## config.mk

```make
export PLATFORM = sky130hd
export DESIGN_NAME = gsim_sched_flat
export DESIGN_NICKNAME = d
export VERILOG_FILES = /design/src/rtl/gsim_sched_if.sv /design/src/rtl/gsim_sched.sv /design/src/flat_wrapper.sv
export SDC_FILE = /design/constraint.sdc
export NUM_CORES = 1
export LEC_CHECK = 0
export CORE_MARGIN = 3
export CORE_UTILIZATION = 42
export CTS_CLUSTER_DIAMETER = 100
export DETAILED_ROUTE_END_ITERATION = 10
export HOLD_SLACK_MARGIN = 0.03
export PLACE_DENSITY = 0.61
export SYNTH_ARGS = -nofsm -noshare
export SYNTH_HDL_FRONTEND = slang
export SYNTH_SLANG_ARGS = --single-unit
```

## constraint.sdc

```tcl
create_clock -name clk -period 3.8 [get_ports clk]
set_clock_uncertainty 0.05 [all_clocks]
set_input_delay 0.76 -clock clk [delete_from_list [all_inputs] [get_ports clk]]
set_output_delay 0.76 -clock clk [all_outputs]
set_load 0.05 [all_outputs]
```

## src/rtl/gsim_sched_if.sv

```systemverilog
// rtl/gsim_sched_if.sv - control/issue/writeback bundle for the Gauss-Seidel scheduler
interface gsim_sched_if;
  logic        start;
  logic        hold;
  logic        busy;
  logic        done;
  logic        issue_valid;
  logic [3:0]  issue_row;
  logic [4:0]  issue_iter;
  logic        first_sweep;
  logic        wb_valid;
  logic [3:0]  wb_row;
  logic [15:0] stall_cnt;

  // Controller side: requests solves and throttles issue.
  modport master (
    output start, hold,
    input  busy, done, issue_valid, issue_row, issue_iter,
    input  first_sweep, wb_valid, wb_row, stall_cnt
  );

  // Scheduler side.
  modport slave (
    input  start, hold,
    output busy, done, issue_valid, issue_row, issue_iter,
    output first_sweep, wb_valid, wb_row, stall_cnt
  );
endinterface

```

## src/rtl/gsim_sched.sv

```systemverilog
// rtl/gsim_sched.sv - Gauss-Seidel row-issue scheduler with hazard spacing and writeback tracking
module gsim_sched #(
  parameter int PIPE_LAT = 4,
  parameter int ITERS    = 16
) (
  input  logic         clk,
  input  logic         reset,
  gsim_sched_if.slave  ctl
);

  typedef enum logic [1:0] {S_IDLE, S_RUN, S_DRAIN} state_t;

  localparam logic [3:0] LAT_V     = 4'(PIPE_LAT);
  localparam logic [4:0] LAST_ITER = 5'(ITERS - 1);

  state_t       state_q, state_d;
  logic [3:0]   row_q, row_d;
  logic [4:0]   iter_q, iter_d;
  logic [3:0]   timer_q, timer_d;
  logic [15:0]  stall_q, stall_d;
  logic [PIPE_LAT-1:0] sr_valid_q;
  logic [3:0]   sr_row_q [PIPE_LAT];

  logic issue;
  logic done;
  logic hazard;
  logic last_issue;

  // Row r must wait until row r-1 has cleared the datapath; row 0 has no
  // wrap-around neighbour so it never waits on the timer.
  assign hazard     = (row_q != 4'd0) && (timer_q != 4'd0);
  assign last_issue = (row_q == 4'd15) && (iter_q == LAST_ITER);

  // Next-state, issue decision and counter updates.
  always_comb begin
    state_d = state_q;
    row_d   = row_q;
    iter_d  = iter_q;
    timer_d = (timer_q != 4'd0) ? timer_q - 4'd1 : 4'd0;
    stall_d = stall_q;
    issue   = 1'b0;
    done    = 1'b0;
    case (state_q)
      S_IDLE: begin
        if (ctl.start) begin
          state_d = S_RUN;
          row_d   = 4'd0;
          iter_d  = 5'd0;
          timer_d = 4'd0;
          stall_d = 16'd0;
        end
      end
      S_RUN: begin
        issue = !ctl.hold && !hazard;
        if (issue) begin
          timer_d = LAT_V;
          row_d   = row_q + 4'd1;
          if (row_q == 4'd15) iter_d = iter_q + 5'd1;
          if (last_issue) state_d = S_DRAIN;
        end else if (stall_q != 16'hFFFF) begin
          stall_d = stall_q + 16'd1;
        end
      end
      S_DRAIN: begin
        // Pipeline empty means the final writeback retired last cycle.
        if (sr_valid_q == '0) begin
          done    = 1'b1;
          state_d = S_IDLE;
        end
      end
      default: state_d = S_IDLE;
    endcase
  end

  // Control state registers.
  always_ff @(posedge clk or posedge reset) begin
    if (reset) begin
      state_q <= S_IDLE;
      row_q   <= 4'd0;
      iter_q  <= 5'd0;
      timer_q <= 4'd0;
      stall_q <= 16'd0;
    end else begin
      state_q <= state_d;
      row_q   <= row_d;
      iter_q  <= iter_d;
      timer_q <= timer_d;
      stall_q <= stall_d;
    end
  end

  // Writeback tracker: mirrors the datapath latency so wb appears PIPE_LAT cycles after issue.
  always_ff @(posedge clk or posedge reset) begin
    if (reset) begin
      sr_valid_q <= '0;
      for (int i = 0; i < PIPE_LAT; i++) sr_row_q[i] <= 4'd0;
    end else begin
      sr_valid_q[0] <= issue;
      sr_row_q[0]   <= row_q;
      for (int i = 1; i < PIPE_LAT; i++) begin
        sr_valid_q[i] <= sr_valid_q[i-1];
        sr_row_q[i]   <= sr_row_q[i-1];
      end
    end
  end

  assign ctl.busy        = (state_q != S_IDLE);
  assign ctl.done        = done;
  assign ctl.issue_valid = issue;
  assign ctl.issue_row   = row_q;
  assign ctl.issue_iter  = iter_q;
  assign ctl.first_sweep = issue && (iter_q == 5'd0);
  assign ctl.wb_valid    = sr_valid_q[PIPE_LAT-1];
  assign ctl.wb_row      = sr_row_q[PIPE_LAT-1];
  assign ctl.stall_cnt   = stall_q;

endmodule
```

## src/flat_wrapper.sv

```systemverilog
// flat-port wrapper written by rule: the top's interface ports become plain ports
module gsim_sched_flat 
#(
  parameter int PIPE_LAT = 4,
  parameter int ITERS    = 16
)
  (clk, reset, ctl_start, ctl_hold, ctl_busy, ctl_done, ctl_issue_valid, ctl_issue_row, ctl_issue_iter, ctl_first_sweep, ctl_wb_valid, ctl_wb_row, ctl_stall_cnt);
  gsim_sched_if ctl_i ();
  input  logic clk;
  input  logic reset;
  input wire logic [$bits(ctl_i.start)-1:0] ctl_start;
  input wire logic [$bits(ctl_i.hold)-1:0] ctl_hold;
  output wire logic [$bits(ctl_i.busy)-1:0] ctl_busy;
  output wire logic [$bits(ctl_i.done)-1:0] ctl_done;
  output wire logic [$bits(ctl_i.issue_valid)-1:0] ctl_issue_valid;
  output wire logic [$bits(ctl_i.issue_row)-1:0] ctl_issue_row;
  output wire logic [$bits(ctl_i.issue_iter)-1:0] ctl_issue_iter;
  output wire logic [$bits(ctl_i.first_sweep)-1:0] ctl_first_sweep;
  output wire logic [$bits(ctl_i.wb_valid)-1:0] ctl_wb_valid;
  output wire logic [$bits(ctl_i.wb_row)-1:0] ctl_wb_row;
  output wire logic [$bits(ctl_i.stall_cnt)-1:0] ctl_stall_cnt;
  assign ctl_i.start = ctl_start;
  assign ctl_i.hold = ctl_hold;
  assign ctl_busy = ctl_i.busy;
  assign ctl_done = ctl_i.done;
  assign ctl_issue_valid = ctl_i.issue_valid;
  assign ctl_issue_row = ctl_i.issue_row;
  assign ctl_issue_iter = ctl_i.issue_iter;
  assign ctl_first_sweep = ctl_i.first_sweep;
  assign ctl_wb_valid = ctl_i.wb_valid;
  assign ctl_wb_row = ctl_i.wb_row;
  assign ctl_stall_cnt = ctl_i.stall_cnt;
  gsim_sched #(.PIPE_LAT(PIPE_LAT), .ITERS(ITERS)) u_core (.clk(clk), .reset(reset), .ctl(ctl_i));
endmodule
```

==> summary.md <==
| Metric | Value |
|---|---|
| Status | `complete, no violations` |
| Avg Inst Size Synth | `~11 um2` |
| Top Ports | `38` |
| Antenna violations before repair | `0` |
| DR pass1 iterations | `4` |
| Worst hold path class | `flop to flop` |
| CTS Buffer Depth | `2` |
| RR Startpoint | `u_core.timer_q[0]$_DFF_PP0_` |
| Post-Syn Nets | `roughly 230` |
| Synth cell types | `roughly 50` |
| Kind of launch point of the worst setup path | `input port` |
| Switch Pwr | `1070 uW` |
| Netlist Area Pre-Place | `2370 um2` |
| TNS Setup | `0 ns` |
| Max Clk Rate | `312 MHz` |
| Core Area | `5270 um2` |
| DR top layer | `met4` |
| CTS Buf Count | `5` |
| Via density | `between 5 and 6` |
| WP data required | `around 3.0 ns` |
| Setup Buffers After CTS | `0` |
| R2R cell count | `6` |
| Post-Synth Adder-Cell Area | `0.0370` |
| Worst hold stages | `0` |
| Tot Pwr | `2330 uW` |
| Crit path max fanout | `4` |
| Cell Int Power | `approximately 1300 uW` |
| Final Slew Violations | `0` |
| Register area share after synthesis | `0.539` |
| Power Density | `around 800 nW/um2` |
| Switch share | `0.458` |
| Routability cong. | `between 0.8 and 0.9` |
| Global-route wire length before repair | `about 9000 um` |
| Hold Crit Endpoint | `u_core.sr_row_q[8]$_DFF_PP0_` |
| CP Data Arrival Time | `around 2.4 ns` |
| Max-Cap Viols | `0` |
| GRT overflow | `0` |
| Layout cell share with drive strength beyond 1 | `0.102` |
| Most used DFF post-synth | `dfrtp_1` |
| Worst-Skew Late Latency | `~0.31 ns` |
| VDD IR max | `roughly 0.40 mV` |
| Die H | `around 81 um` |
| Critical-path cell list | `clkdlybuf4s50_1 -> nor4b_1 -> o21ai_0 -> inv_1 -> and4_1 -> buf_12` |
| Final Setup Violations | `0` |
| Leakage | `around 0.0013 uW` |
| FF+latch count, synth | `slightly above 50` |
| Root Driver | `clkbuf_8` |
| Ys Warns | `0` |
| H-Tree Depth | `2` |
| Synth Area in Compound Gates | `0.150` |
| Comb pwr share | `0.460` |
| Clk pin slew, worst setup/hold paths | `around 0.1 ns` |
| Routed length on met3 | `between 300 and 400 um` |
| Final period util | `0.843` |
| Met2 routed WL | `between 2000 and 2500 um` |
| Wire per inst | `around 15 um` |
| Antenna Cells | `0` |
| Hold_sp | `u_core.sr_row_q[12]$_DFF_PP0_` |
| Main combinational cell family by area after synthesis | `simple AND/OR/NAND/NOR gates` |
| Clock Power Share | `0.142` |
| CTS sink cnt | `between 50 and 60` |
| # DRC | `0` |
| TritonCTS clock tree | `built` |
| Synthesized instance count | `223` |
| Worst r2r dst | `u_core.ctl.stall_cnt[15]$_DFFE_PP0P_` |
| Vias in the first global route | `~1.8k` |
| Max stage delay on crit path | `about 0.48 ns` |
| Flop2flop setup slack | `1.56 ns` |
| Final nets | `~270` |
| Max-slew headroom | `0.322` |
| All-Layer GR Usage | `0.177` |
| Num rows | `26` |
| Slowest-stage cell, CP | `clkdlybuf4s50_1` |
| Simple-Gate Fraction of Synth Area | `0.197` |
| Layout area overhead | `23.6%` |
| Setup crit end kind | `output port` |
| EDFF count, synth | `0` |
| Initial DRC count | `123` |
| Crit Path Category | `input port to output port` |
| Async set or reset register ratio after synthesis | `1.00` |
| Synth Area in XOR/XNOR | `0.00740` |
| DIE AREA | `6570 um2` |
| Min cycle time layout | `approximately 3.2 ns` |
| RSZ-0062 raised after global routing | `no` |
| CTS-repair resized insts | `0` |
| Post-Route WL | `5110 um` |
| DRT met1 WL | `around 2500 um` |
| DIE WIDTH | `around 81 um` |
| Largest net degree at the start of global routing | `52` |
| Fin. Hold Viols | `0` |
| Mux contribution to synthesized area | `0.0169` |
| DR vias | `around 1.8k` |
| Slew @ Worst Pin | `1.02 ns` |
| Part of the power in registers | `0.398` |
| Starting density of the core | `0.449` |
| Antenna Nets Post-Route | `0` |
| HPWL Detailed | `roughly 3600 um` |
| Hold_buf cts | `0` |
| PortBufs | `37` |
layer usage:
metal	global-route usage	vias up
met4	0.0676	0
met3	0.0377	4
met1	0.258	876
li1	-	895
met2	0.256	59
met5	0	-
synth_stat cells (4+ instances only):
| cell type | number | area (um2) |
|---|---|---|
| buf_4 | 4 | 30.0 |
| nand4_1 | 4 | 25.0 |
| nand3_1 | 8 | 40.0 |
| nor4_1 | 7 | 43.8 |
| o21ai_0 | 14 | 70.1 |
| nor3_1 | 4 | 20.0 |
| ha_1 | 7 | 87.6 |
| a31oi_1 | 6 | 37.5 |
| nand2_1 | 15 | 56.3 |
| inv_1 | 20 | 75.1 |
| dfrtp_1 | 51 | 1280 |
| a21oi_1 | 9 | 45.0 |
| mux2i_1 | 4 | 40.0 |
| nor2_1 | 12 | 45.0 |
final cells by class:
| class | instances | area, um2 |
|---|---|---|
| Fill cell | 472 | 2350 |
| Multi-Input combinational cell | 144 | 967 |
| Clock buffer | 5 | 68.8 |
| Tap cell | 70 | 87.6 |
| Sequential cell | 51 | 1280 |
| Timing Repair Buffer | 41 | 420 |
| Clock inverter | 3 | 28.8 |
| Inverter | 20 | 75.1 |
registers in the layout (all words and copies together) (netlist names):
name / cells
u_core.ctl.stall_cnt: 16
u_core.sr_row_q: 12
u_core.ctl.issue_iter: 5
u_core.ctl.issue_row: 4
u_core.ctl.wb_row: 4
u_core.sr_valid_q: 4
u_core.timer_q: 4
u_core.state_q: 2
per-stage QoR:
stage	instance area [um2]	hold slack (ns)	utilization	worst slack (ns)	instances
after global placement	2830	0.281	0.536	0.649	326
after floorplan	2370	0.281	-	0.327	223
after detailed placement	2830	0.285	0.536	0.587	326
final	2920	0.305	0.555	0.598	334
after global routing	2920	0.319	0.555	0.408	334
after CTS	2920	0.305	0.555	0.584	334
power by group through the flow:
| stage | sequential (uW) | clock (uW) | combinational (uW) |
|---|---|---|---|
| finish | 926 | 331 | 1070 |
| global route | 963 | 369 | 1160 |
| CTS | 927 | 344 | 1080 |
| detailed placement | 938 | 0 | 1080 |
| global placement | 931 | 0 | 1070 |
| floorplan | 1170 | 0 | 492 |
layout by cell type (no fill, tap or decap), types with 5 or more instances in the layout:
cell type / instances
a21oi_1: 9
a31oi_1: 6
clkbuf_8: 5
clkdlybuf4s50_1: 35
dfrtp_1: 51
ha_1: 7
inv_1: 19
nand2_1: 15
nand3_1: 8
nor2_1: 12
nor4_1: 7
o21ai_0: 14
worst max-delay path: cells and delay by family:
kind | cells | cell delay [ns]
buffers and inverters | 3 | 0.83
AO/OA/AOI/OAI | 1 | 0.19
AND/OR/NAND/NOR | 2 | 0.61
worst max path at each step:
stage | cells past startpoint | endpoint | start
floorplan | 6 | ctl_first_sweep | u_core.ctl.issue_row[1]$_DFFE_PP0P_
global placement | 6 | ctl_first_sweep | ctl_hold
detailed placement | 6 | ctl_first_sweep | ctl_hold
CTS | 6 | ctl_first_sweep | ctl_hold
global route | 6 | ctl_first_sweep | ctl_hold
finish | 6 | ctl_first_sweep | ctl_hold
kinds of logic after synthesis:
| logic type | Yosys count |
|---|---|
| xor+xnor | 2 |
| flops | 51 |
| simple gates | 78 |
| mux | 4 |
| compound gates | 53 |
| buf+inv | 28 |
| fa+ha+maj | 7 |
(Power assumes the default switching activity.)
